[config.mk]
export PLATFORM = sky130hd
export DESIGN_NAME = duty_playback
export DESIGN_NICKNAME = d
export VERILOG_FILES = /design/src/rtl/duty_playback.sv
export SDC_FILE = /design/constraint.sdc
export NUM_CORES = 1
export LEC_CHECK = 0
export CORE_MARGIN = 1
export CORE_UTILIZATION = 47
export CTS_BUF_LIST = sky130_fd_sc_hd__clkbuf_4 sky130_fd_sc_hd__clkbuf_8 sky130_fd_sc_hd__clkbuf_16
export DETAILED_ROUTE_END_ITERATION = 6
export GPL_ROUTABILITY_DRIVEN = 0
export PLACE_DENSITY = 0.77
export REMOVE_ABC_BUFFERS = 1
export SLEW_MARGIN = 10
export SYNTH_ARGS = -nofsm -noshare
export SYNTH_HDL_FRONTEND = slang
export SYNTH_SLANG_ARGS = --single-unit
[constraint.sdc]
create_clock -name sysclk -period 2.45 [get_ports sysclk]
set_clock_uncertainty 0.1 [all_clocks]
set_input_delay 0.3675 -clock sysclk [delete_from_list [all_inputs] [get_ports sysclk]]
set_output_delay 0.3675 -clock sysclk [all_outputs]
set_load 0.02 [all_outputs]
[src/rtl/duty_playback.sv]
// Playback reader for the recorded duty-cycle memory.
// It walks the stored (X,Y) pairs in order and holds each pair on DC_X/DC_Y
// for Step_Div+3 cycles. Playback is either one-shot or looped.
//
// state | meaning
// ------+--------------------------------------------------------------
// IDLE  | no replay; outputs zero; waiting for Play_Sw with Rec_Len!=0
// FETCH | read strobe issued for entry addr
// LOAD  | memory data valid; pair latched onto DC_X/DC_Y
// HOLD  | pair held while tick counts down to zero
// DONE  | one-shot pass finished; last pair held until Play_Sw drops
module duty_playback #(
  parameter int DUTY_W = 6,
  parameter int ADDR_W = 8,
  parameter int TICK_W = 12
) (
  input  logic              sysclk,
  input  logic              Reset_Sw,
  input  logic              Play_Sw,
  input  logic              Loop_Sw,
  input  logic [ADDR_W:0]   Rec_Len,
  input  logic [TICK_W-1:0] Step_Div,
  output logic              Rd_En,
  output logic [ADDR_W-1:0] Rd_Addr,
  input  logic [DUTY_W-1:0] Rd_X,
  input  logic [DUTY_W-1:0] Rd_Y,
  output logic [DUTY_W-1:0] DC_X,
  output logic [DUTY_W-1:0] DC_Y,
  output logic              Playing,
  output logic              Step_Strobe,
  output logic              Done
);

  typedef enum logic [2:0] {
    S_IDLE  = 3'd0,
    S_FETCH = 3'd1,
    S_LOAD  = 3'd2,
    S_HOLD  = 3'd3,
    S_DONE  = 3'd4
  } state_t;

  state_t              state_q, state_d;
  logic [ADDR_W-1:0]   addr_q, addr_d;
  logic [TICK_W-1:0]   tick_q, tick_d;
  logic [ADDR_W:0]     len_q, len_d;
  logic [DUTY_W-1:0]   dc_x_q, dc_x_d;
  logic [DUTY_W-1:0]   dc_y_q, dc_y_d;
  logic                strobe_q, strobe_d;
  logic                done_q, done_d;

  // len_q-1 kept one bit wider than addr so a full-depth record compares cleanly
  logic [ADDR_W:0]     len_m1;
  logic                last_entry;

  assign len_m1     = len_q - (ADDR_W+1)'(1);
  assign last_entry = ({1'b0, addr_q} == len_m1);

  // State and datapath registers; reset clears everything immediately
  always_ff @(posedge sysclk or posedge Reset_Sw) begin
    if (Reset_Sw) begin
      state_q  <= S_IDLE;
      addr_q   <= '0;
      tick_q   <= '0;
      len_q    <= '0;
      dc_x_q   <= '0;
      dc_y_q   <= '0;
      strobe_q <= 1'b0;
      done_q   <= 1'b0;
    end else begin
      state_q  <= state_d;
      addr_q   <= addr_d;
      tick_q   <= tick_d;
      len_q    <= len_d;
      dc_x_q   <= dc_x_d;
      dc_y_q   <= dc_y_d;
      strobe_q <= strobe_d;
      done_q   <= done_d;
    end
  end

  // Next-state and next-datapath logic; abort on Play_Sw=0 outranks every HOLD decision
  always_comb begin
    state_d  = state_q;
    addr_d   = addr_q;
    tick_d   = tick_q;
    len_d    = len_q;
    dc_x_d   = dc_x_q;
    dc_y_d   = dc_y_q;
    strobe_d = 1'b0;
    done_d   = 1'b0;

    unique case (state_q)
      S_IDLE: begin
        dc_x_d = '0;
        dc_y_d = '0;
        addr_d = '0;
        if (Play_Sw && (Rec_Len != '0)) begin
          len_d   = Rec_Len;
          state_d = S_FETCH;
        end
      end

      S_FETCH: begin
        if (!Play_Sw) begin
          state_d = S_IDLE;
          addr_d  = '0;
          dc_x_d  = '0;
          dc_y_d  = '0;
        end else begin
          state_d = S_LOAD;
        end
      end

      S_LOAD: begin
        if (!Play_Sw) begin
          state_d = S_IDLE;
          addr_d  = '0;
          dc_x_d  = '0;
          dc_y_d  = '0;
        end else begin
          dc_x_d   = Rd_X;
          dc_y_d   = Rd_Y;
          strobe_d = 1'b1;
          tick_d   = Step_Div;
          state_d  = S_HOLD;
        end
      end

      S_HOLD: begin
        if (!Play_Sw) begin
          state_d = S_IDLE;
          addr_d  = '0;
          dc_x_d  = '0;
          dc_y_d  = '0;
        end else if (tick_q != '0) begin
          tick_d = tick_q - TICK_W'(1);
        end else if (!last_entry) begin
          addr_d  = addr_q + ADDR_W'(1);
          state_d = S_FETCH;
        end else if (Loop_Sw) begin
          // record length is only re-read at a wrap, so a shrinking record takes effect here
          addr_d = '0;
          len_d  = Rec_Len;
          if (Rec_Len == '0) begin
            state_d = S_IDLE;
            dc_x_d  = '0;
            dc_y_d  = '0;
          end else begin
            state_d = S_FETCH;
          end
        end else begin
          done_d  = 1'b1;
          state_d = S_DONE;
        end
      end

      S_DONE: begin
        if (!Play_Sw) begin
          state_d = S_IDLE;
          addr_d  = '0;
          dc_x_d  = '0;
          dc_y_d  = '0;
        end
      end

      default: begin
        state_d = S_IDLE;
        addr_d  = '0;
        dc_x_d  = '0;
        dc_y_d  = '0;
      end
    endcase
  end

  assign Rd_En       = (state_q == S_FETCH);
  assign Rd_Addr     = (state_q == S_IDLE) ? '0 : addr_q;
  assign Playing     = (state_q == S_FETCH) || (state_q == S_LOAD) || (state_q == S_HOLD);
  assign DC_X        = dc_x_q;
  assign DC_Y        = dc_y_q;
  assign Step_Strobe = strobe_q;
  assign Done        = done_q;

endmodule

**After elaboration in Yosys (flattened, before gate mapping)**

Cells that the tools add are included.

- Shifts and indexed selects: 0
- Divide/modulo/power cells: 0
- Mux-type cells: 44
- Bitwise logic cells: 0
- $mul: 0
- $add $sub $neg: 3
- Reduce and logical (&&, ||, !) cells: 16
- Equal/unequal tests: 20
- Magnitude comparators: 0

Operators with widths:

| operator | number |
|---|---|
| 6-bit two-way mux | 8 |
| 8-bit two-way mux | 6 |
| 9-bit two-way mux | 5 |
| 12-bit two-way mux | 3 |
| 6-bit one-hot mux with 3 select lines | 2 |
| 12-bit one-hot mux with 2 select lines | 1 |
| 2-bit inequality test, second input constant | 10 |
| 3-bit two-way mux | 6 |
| 9-bit one-hot mux with 2 select lines | 1 |
| 8-bit one-hot mux with 2 select lines | 1 |
| 3-bit one-hot mux with 5 select lines | 1 |
| 3-bit inequality test, second input constant | 4 |
| 12-bit nonzero test | 1 |
| 12-bit by 1-bit subtractor with 12-bit output, second input constant | 1 |
| 8-bit by 9-bit equality test with 1-bit output | 1 |
| 9-bit logical NOT | 1 |
| 9-bit nonzero test | 1 |
| 9-bit by 1-bit subtractor with 9-bit output, second input constant | 1 |
| 8-bit by 1-bit adder with 8-bit output, second input constant | 1 |
| 1-bit two-way mux | 8 |
| 3-bit by 2-bit equality test with 1-bit output, second input constant | 2 |
| 3-bit AND reduction | 2 |
| 6-bit AND reduction | 1 |
| 5-bit AND reduction | 1 |
| other kinds (11) | 14 |

- Memory bits (writable): 0
- Flip-flop bits (word level): 46
- Output and inout port bits: 24
- Bits in latches: 0
- Memories kept: 0
- Word-level logic and storage cells: 91
- Bits in read-only memories: 0
- Bits of input ports: 37

**Depth between registers and ports, before layout**

- Word-level depth: 7
- Mapped depth: 10
- Gate-level depth less buffers: 8

**Least setup slack after synthesis**

No wires, ideal clock.

- Kind: register to register
- Start point: reg len_q[0]
- End point: reg len_q[0]
- Period minus slack after synthesis: 2.531 ns
- Setup time: 0.125 ns
- Data arrival time: 2.306 ns
- Required time: 2.225 ns
- Stages on the path, launching flop included: 10
- Path buffers: 1
- Setup slack: -0.081 ns
- Cell sequence: dfrtp_1 > inv_1 > ha_1 > nor2b_1 > or3_1 > a31oi_1 > o2111ai_1 > o31a_1 > buf_6 > mux2_4

- Longest elaborated chain between the ends: 4

RTL lines:

| item | line | RTL |
|---|---|---|
| start: declaration | 45 | `logic [ADDR_W:0] len_q, len_d;` |
| start signal: assignment | 73 | `len_q <= len_d;` |
| 9-bit by 1-bit subtractor with 9-bit output | 55 | `assign len_m1 = len_q - (ADDR_W+1)'(1);` |
| 8-bit by 9-bit equality test with 1-bit output | 56 | `assign last_entry = ({1'b0, addr_q} == len_m1);` |
| 2-bit inequality test (no line) | - |  |
| 6-bit AND reduction (no line) | - |  |

No other way between the ends.
A chain may end at the register's enable or synchronous reset.

**Final worst setup path**

- Start point: reg len_q[1]
- End point: reg len_q[5]

Same word-level chain as after synthesis.

==> results_dict.tcl <==
set metrics [dict create \
    cts_tree "built" \
    cp-end-kind "register" \
    finalNonFillerCells 492 \
    hold_violations 0 \
    hp-class "in2async" \
    grt_max_degree 26 \
    maxCapViolCount 0 \
    vias 2860 \
    internal_power_uw 2230 \
    cts_buffer_depth 2 \
    sequentialPowerShare 0.335 \
    reg2regPathDepth 9 \
    timing.fmax_mhz 413 \
    ant_nets 0 \
    dr.pass1.iters 4 \
    slew_headroom 0.393 \
    drive_gt1_frac 0.211 \
    synth.most_common_cell "dfrtp_1" \
    ff2ff_setup_slack_ns 0.03 \
    outcome "completed" \
    avgSynthCellArea_um2 8.78 \
    syn_area_mm2 0.00291 \
    ys_types 55 \
    critPathKind "reg2reg" \
    wl_per_cell_um 15.9 \
    synth_area_leader_cell "dfrtp_1" \
    core-area_mm2 0.00596 \
    finalNetCount 456 \
    numPortBuffers 60 \
    fp.dieH_um 80.7 \
    syn_inst 332 \
    synth_area_leaders "dfrtp_1, mux2_4, o21ai_0" \
    clk_pin_slew_ns 0.10 \
    hpwlAfterDp_um 5770 \
    numCtsBuffers 5 \
    reg2reg_from "len_q[1]" \
    worst_pin_slew_ns 0.910 \
    ys_seq_area_frac 0.395 \
    netSwitchingFraction 0.398 \
    post-route-min-period_ns 2.42 \
    dp.cells 483 \
    cts_root_buf "clkbuf_8" \
    comb_power_share 0.507 \
    ys_top_cells_by_count "dfrtp_1, nand2_1, nor2_1, o21ai_0, clkbuf_1" \
    io_pins 61 \
    syn_to_final_growth_pct 39.5 \
    path_max_fanout 4 \
    htreeDepth 2 \
    final_max_slew_viol_count 0 \
    worstSetupStartpoint "len_q[1]" \
    cts.sinks 46 \
    overflow 0 \
    power_density_mw_per_mm2 911 \
    drc 0 \
    yosysWarnings 0 \
    period_share 0.987 \
    start_util 0.489 \
    via_per_inst 5.81 \
    final_core_util 0.683 \
    die_area_mm2 0.00652 \
    dr.first_iter.drc_count 260 \
    cts_setup_buffers 0 \
    final_area_mm2 0.00407 \
    place_area_mm2 0.00386 \
    p_leak_uw 0.00168 \
    grt_pass1_wl_um 12600 \
    switching_power_uw 1470 \
    drt-total-wl_um 7840 \
    arrival_ns 2.51 \
    synth_edf_count 0 \
    ir_drop_mv 0.580 \
    worstPathRequired_ns 2.54 \
    rsz0062_at_grt "true" \
    grt_usage 0.250 \
    grt_pass1_vias 2704 \
    dieWidth_um 80.7 \
    async_reset_ff_frac 1.00 \
    insertion_delay_ns 0.31 \
    ys_ff_latch 46 \
    cp-start-kind "register" \
    rows 28 \
    ys.flop_type "dfrtp_1" \
    setup_violations 0 \
    clkPwrFrac 0.158 \
    num_antenna_cells 0 \
    synth_top_area_share 0.395 \
    antenna_found_initial 0 \
]
[area by class of cell]
cell class,count,area (µm²)
clock buffer,5,68.8
sequential,46,1150
fill,483,1890
inverter,8,30.0
multi-input combinational,254,1700
timing repair buffer,101,976
clock inverter,3,45.0
tap,75,93.8
[metal layers]
metal	wire length (µm)	share of wire	vias up	GRT usage
met3	361	0.046	10	0.0483
met5	0	0	-	0
met1	3600	0.46	1384	0.337
li1	-	-	1390	-
met2	3790	0.48	76	0.413
met4	87	0.011	0	0.0661
[critical path, stage by stage (launching register included)]
cell and delay [ns]:
dfrtp_1 0.39, inv_2 0.06, ha_4 0.17, nor2b_4 0.12, or3_4 0.36, a31oi_2 0.17, o2111ai_2 0.16, o31a_1 0.33
clkbuf_16 0.18, mux2_4 0.29
[worst paths after layout]
path | to
max in group asynchronous | len_q[3]
worst min register to register | tick_q[8]
worst max register to register | len_q[5]
worst max-delay path | len_q[5]
worst min-delay path | state_q[0]
min in group sysclk | tick_q[8]
[repair_timing]
action / 4_1_cts / 5_1_grt
pin swaps: 2 / 0
resized for setup: 2 / 16
setup endpoints to repair: 17 / 26
hold buffers: 0 / 0
gates cloned: 0 / 1
[power by group through the flow]
stage / Sequential, µW / Combinational [µW] / Clock (µW)
finish: 1240 / 1880 / 586
global route: 1270 / 2040 / 615
CTS: 1210 / 1750 / 589
detailed placement: 1230 / 1730 / 0
global placement: 1220 / 1680 / 0
floorplan: 1250 / 977 / 0
[logic make-up (layout without fill, tap and decap cells)]
logic type,after synthesis,count (layout),share of synthesized area
adders and majority gates,3,3,0.0129
muxes,10,10,0.0502
and+or+nand+nor,138,138,0.257
xor gates and xnor gates,9,9,0.0271
AOI/OAI and AO/OA,94,94,0.212
buffers and inverters,32,117,0.0455
DFF,46,46,0.395
[stage by stage]
stage          TNS [ns]  setup WS [ns]  total power (µW)  hold WS [ns]
3_3_place_gp          0         0.0322              2900         0.414
4_1_cts               0         0.0190              3550         0.326
6_report              0         0.0307              3700         0.309
2_1_floorplan     -3.87         -0.428              2230         0.352
5_1_grt          -0.276        -0.0493              3930         0.357
3_5_place_dp     -0.568        -0.0707              2960         0.423
[state kept, by name, indices dropped and copies added (netlist names)]
signal and count:
tick_q 12, len_q 9, addr_q 8, DC_X 6
DC_Y 6, state_q 3, Done 1, Step_Strobe 1
[cell usage in the layout (no fill, tap or decap), drive strengths merged, types with 2 or more instances in the layout]
cell,count
a31oi,4
xor2,2
nor2b,3
o2111ai,3
clkbuf,6
nor3b,4
nand4,3
or2,4
and2,8
dfrtp,46
ha,3
mux2,10
clkdlybuf4s50,60
buf,40
nor3,15
xnor2,7
nor4,5
or3,3
a32oi,12
or4,2
a21oi,15
nand2,33
and3,6
o2111a,2
o21ai,36
inv,8
nor2,26
a22oi,9
clkinvlp,2
and3b,3
a31o,2
nand3,17
Power figures use the tool's default switching activity.
